**src/rtl/matrix_symmetrize.sv**
```systemverilog
// Symmetrizes a square fixed-point matrix, C = (A + A^T)/2, one upper-triangle
// pair per cycle, and tracks the worst |A[i][j] - A[j][i]| against a tolerance.
package fp_arith_pkg;
  parameter int DATA_WIDTH = 16;
  parameter logic signed [DATA_WIDTH-1:0] FP_ZERO = '0;
endpackage

module matrix_symmetrize
  import fp_arith_pkg::*;
#(
  parameter int          N        = 4,
  parameter int unsigned ASYM_TOL = 16
) (
  input  logic                         clk,
  input  logic                         rst_n,
  input  logic                         start,
  output logic                         busy,
  output logic                         done,
  input  logic signed [DATA_WIDTH-1:0] matrix_in  [N][N],
  output logic signed [DATA_WIDTH-1:0] matrix_out [N][N],
  output logic        [DATA_WIDTH:0]   max_asym,
  output logic                         asym_flag
);

  localparam int W  = DATA_WIDTH;
  localparam int IW = (N > 1) ? $clog2(N) : 1;

  typedef enum logic [1:0] {
    IDLE,
    SYMM,
    DONE_STATE
  } state_e;

  state_e              state_q, state_d;
  logic [IW-1:0]       row_q, row_d;
  logic [IW-1:0]       col_q, col_d;
  logic                busy_q, busy_d;
  logic                done_q, done_d;
  logic                flag_q, flag_d;
  logic [W:0]          max_q, max_d;
  logic signed [W-1:0] mat_q [N][N];
  logic signed [W-1:0] mat_d [N][N];

  logic signed [W-1:0] a_ij, a_ji;
  logic signed [W:0]   sum, diff;
  logic signed [W-1:0] avg;
  logic [W:0]          mag;

  // Extra bit makes both sum and difference exact; the mirrored read
  // is what lets one cycle cover both halves of the pair.
  always_comb begin
    a_ij = matrix_in[row_q][col_q];
    a_ji = matrix_in[col_q][row_q];
    sum  = {a_ij[W-1], a_ij} + {a_ji[W-1], a_ji};
    diff = {a_ij[W-1], a_ij} - {a_ji[W-1], a_ji};
    avg  = sum[W:1];
    mag  = diff[W] ? $unsigned(-diff) : $unsigned(diff);
  end

  always_comb begin
    state_d = state_q;
    row_d   = row_q;
    col_d   = col_q;
    busy_d  = busy_q;
    done_d  = 1'b0;
    flag_d  = flag_q;
    max_d   = max_q;
    mat_d   = mat_q;
    unique case (state_q)
      IDLE: begin
        busy_d = 1'b0;
        if (start) begin
          busy_d  = 1'b1;
          row_d   = '0;
          col_d   = '0;
          max_d   = '0;
          flag_d  = 1'b0;
          state_d = SYMM;
        end
      end
      SYMM: begin
        mat_d[row_q][col_q] = avg;
        mat_d[col_q][row_q] = avg;
        if (mag > max_q) max_d = mag;
        if (col_q != IW'(N - 1)) begin
          col_d = col_q + IW'(1);
        end else if (row_q != IW'(N - 1)) begin
          row_d = row_q + IW'(1);
          col_d = row_q + IW'(1);
        end else begin
          busy_d  = 1'b0;
          state_d = DONE_STATE;
        end
      end
      DONE_STATE: begin
        done_d  = 1'b1;
        busy_d  = 1'b0;
        flag_d  = (max_q > (W+1)'(ASYM_TOL));
        state_d = IDLE;
      end
      default: state_d = IDLE;
    endcase
  end

  always_ff @(posedge clk or negedge rst_n) begin
    if (!rst_n) begin
      state_q <= IDLE;
      row_q   <= '0;
      col_q   <= '0;
      busy_q  <= 1'b0;
      done_q  <= 1'b0;
      flag_q  <= 1'b0;
      max_q   <= '0;
      mat_q   <= '{default: FP_ZERO};
    end else begin
      state_q <= state_d;
      row_q   <= row_d;
      col_q   <= col_d;
      busy_q  <= busy_d;
      done_q  <= done_d;
      flag_q  <= flag_d;
      max_q   <= max_d;
      mat_q   <= mat_d;
    end
  end

  assign busy       = busy_q;
  assign done       = done_q;
  assign asym_flag  = flag_q;
  assign max_asym   = max_q;
  assign matrix_out = mat_q;

endmodule

```
**config.mk**
```make
export PLATFORM = sky130hd
export DESIGN_NAME = matrix_symmetrize
export DESIGN_NICKNAME = d
export VERILOG_FILES = /design/src/rtl/matrix_symmetrize.sv
export SDC_FILE = /design/constraint.sdc
export NUM_CORES = 1
export LEC_CHECK = 0
export ABC_AREA = 1
export BUFFER_PORTS_ARGS = -buffer_cell sky130_fd_sc_hd__buf_2
export CAP_MARGIN = 30
export CORE_MARGIN = 2
export CORE_UTILIZATION = 35
export DETAILED_ROUTE_END_ITERATION = 10
export GPL_ROUTABILITY_DRIVEN = 0
export GPL_TIMING_DRIVEN = 0
export PLACE_DENSITY = 0.55
export REMOVE_ABC_BUFFERS = 1
export SLEW_MARGIN = 20
export SYNTH_ARGS = -nofsm -noshare
export SYNTH_HDL_FRONTEND = slang
export SYNTH_SLANG_ARGS = --single-unit
```
**constraint.sdc**
```tcl
create_clock -name clk -period 10.5 [get_ports clk]
set_input_delay 0.525 -clock clk [delete_from_list [all_inputs] [get_ports clk]]
set_output_delay 0.525 -clock clk [all_outputs]
set_load 0.01 [all_outputs]
```
==> metrics <==
largest net degree at the start of global routing 100; critical path class flip-flop to flip-flop; Seq/Total Area, Yosys 0.396; Avg Cell Area, Syn between 7 and 8 um^2; core box area 50,200 um^2; setup_tns 0 ps; CP Data Required Time 10,940 ps; worst hold path class primary input to flip-flop; Slew HR 0.341; vias in the first global route 18,508; total CTS buffers 30; root buffer selected by CTS clkbuf_16; DR WL/cell about 19 um; Die ar. about 53,000 um^2; placed insts ~3,600; Async S/R FF share, synth 1.00; clock latency on the worst-skew pair approximately 560 ps; worst setup margin a little over 4000 ps; final hold vios 0; First DRT Iteration DRCs about 1,300; area grow syn2layout 24.6%; GRT overflow 0; Routed WL just under 70,000 um; Multi-input gate area 9270 um^2; Slew Limit Fails 0; Fillers around 5,200; # H-tree levels 1; Post-DP HPWL around 50,000 um; first-pass GRT wire length between 100,000 and 150,000 um; # Post-CTS Setup Buffers 0; Mapped Cells 2,542; Starting Density 0.355; synthesized cell area about 18,000 um^2; number of distinct library cells after synthesis 47; setup violators final 0; most frequent cells in the layout nand2_1 (734), buf_2 (533), o21ai_0 (457); total track usage 0.250; Setup Slack @ Placement a little over 4000 ps; CP most frequent cell nand2_1; pin slew with the least headroom to its limit 987 ps; Clock Path Buffers 3; crit-path max FO 87; Worst Clk Skew 8.83 ps; register bit total from synthesis 282; share of cells above drive strength 1 0.224; Critical Path AT 6890 ps; CTS tree done; min Tclk post-route ~6500 ps; Worst path slowest cell dfrtp_4; number of synthesized flops with an enable pin 0; final worst path period share 0.614; detailed-route via count around 19,000; Final Util 0.442; unrepaired setup endpoints after global routing no; initial antenna violation count 1; Port Buffers roughly 530; f_max around 160 MHz; Final ANT Viol Nets 0; CTS clk-pin slew, worst paths ~60 ps; Die W about 230 um; status finished clean; FF/Latch Area ~7100 um^2; Nets 3,299; DRC violations left 0; Top Ports ~540; max_cap viols 0; warnings from Yosys 0; Chip Height about 230 um; drt pass-1 iters 6; vias per cell roughly 5.2; Final Non-Filler Cells between 3,000 and 4,000; Placement Rows just over 80; commonest non-fill, non-tap cell in the layout nand2_1; slowest cell delay on critical path 770 ps; Sink Count 282; ys flop type dfrtp_1; CP Capture Type flip-flop; startpoint types flip-flop
## flip-flops by register name (all words and copies together), names as in the netlist
name and count:
done 1, max_asym 17, asym_flag 1, state_q 2, busy 1, row_q 2, matrix_out 256, col_q 2
## critical path: cells and delay by family, from the launching register on
kind	cells	cell delay [ps]
compound gates	4	760
xor+xnor	1	250
fa+ha+maj	2	670
buf+inv	6	1410
flops	1	770
simple gates	20	2350
## area by class of cell
class                      instances  area share
timing repair buffer             552       0.139
clock buffer                      43      0.0401
inverter                         248      0.0428
sequential                       282       0.319
multi-input combinational       1862       0.418
clock inverter                    11     0.00378
tap                              672      0.0379
antenna                            2    0.000226
## timing repair
item                      CTS  global route
hold endpoints to repair   33             0
hold buffers                1             0
gates resized for setup     0             0
## layer usage
layer,track usage,up-vias,part of all wire
li1,-,9238,-
met1,0.309,9069,0.42
met2,0.444,731,0.49
met3,0.0444,104,0.065
met4,0.0700,2,0.025
met5,0,-,0.00019
## path summary, 6_finish.rpt
path	startpoint	slack [ps]	end	cells after the start
worst max-delay path	col_q[0]	4050	max_asym[16]	33
worst min-delay path	start	230	busy	3
worst max register to register	col_q[0]	4050	max_asym[16]	33
worst min register to register	matrix_out[128]	470	matrix_out[128]	2
max in group asynchronous	rst_n	8770	row_q[0]	4
min in group asynchronous	rst_n	420	matrix_out[111]	2
## cell usage after synthesis, drive strengths merged, types with 2 or more instances
| master | n | area share |
|---|---|---|
| nor4 | 6 | 0.0025 |
| nor3 | 6 | 0.0017 |
| o21bai | 6 | 0.0025 |
| buf | 30 | 0.011 |
| a21o | 2 | 0.00084 |
| a21oi | 150 | 0.043 |
| nand3 | 100 | 0.029 |
| nor2 | 189 | 0.040 |
| inv | 246 | 0.052 |
| o221ai | 61 | 0.030 |
| o21ai | 466 | 0.13 |
| xnor2 | 2 | 0.00098 |
| or2 | 3 | 0.0012 |
| nand3b | 3 | 0.0013 |
| o22ai | 21 | 0.0074 |
| nand2 | 753 | 0.16 |
| a31oi | 2 | 0.0011 |
| xor2 | 14 | 0.0082 |
| a221oi | 2 | 0.0017 |
| dfrtp | 282 | 0.40 |
| and2 | 3 | 0.0011 |
| fa | 2 | 0.0022 |
| nand4 | 6 | 0.0021 |
| ha | 62 | 0.044 |
| clkbuf | 120 | 0.025 |
| clkinv | 2 | 0.00042 |
## cells by family (layout without fill, tap and decap cells)
kind of cell	count (synthesis)	count (layout)	share of synthesized area
AND/OR/NAND/NOR	1070	1070	0.241
AO/OA/AOI/OAI	712	712	0.219
XOR/XNOR	16	16	0.00913
other	0	2	0
buffers and inverters	398	854	0.0883
flip-flops	282	282	0.396
adder cells (fa/ha/maj)	64	64	0.0458
## per-stage QoR
stage | area, um^2 | hold WS [ps]
3_3_place_gp | 20700 | 451
6_report | 22200 | 231
3_5_place_dp | 21200 | 410
2_1_floorplan | 17200 | 229
5_1_grt | 22200 | 240
4_1_cts | 22200 | 202
Power is not shown: default switching activity piles up to over one toggle a cycle in this logic, so the estimate is an artifact.
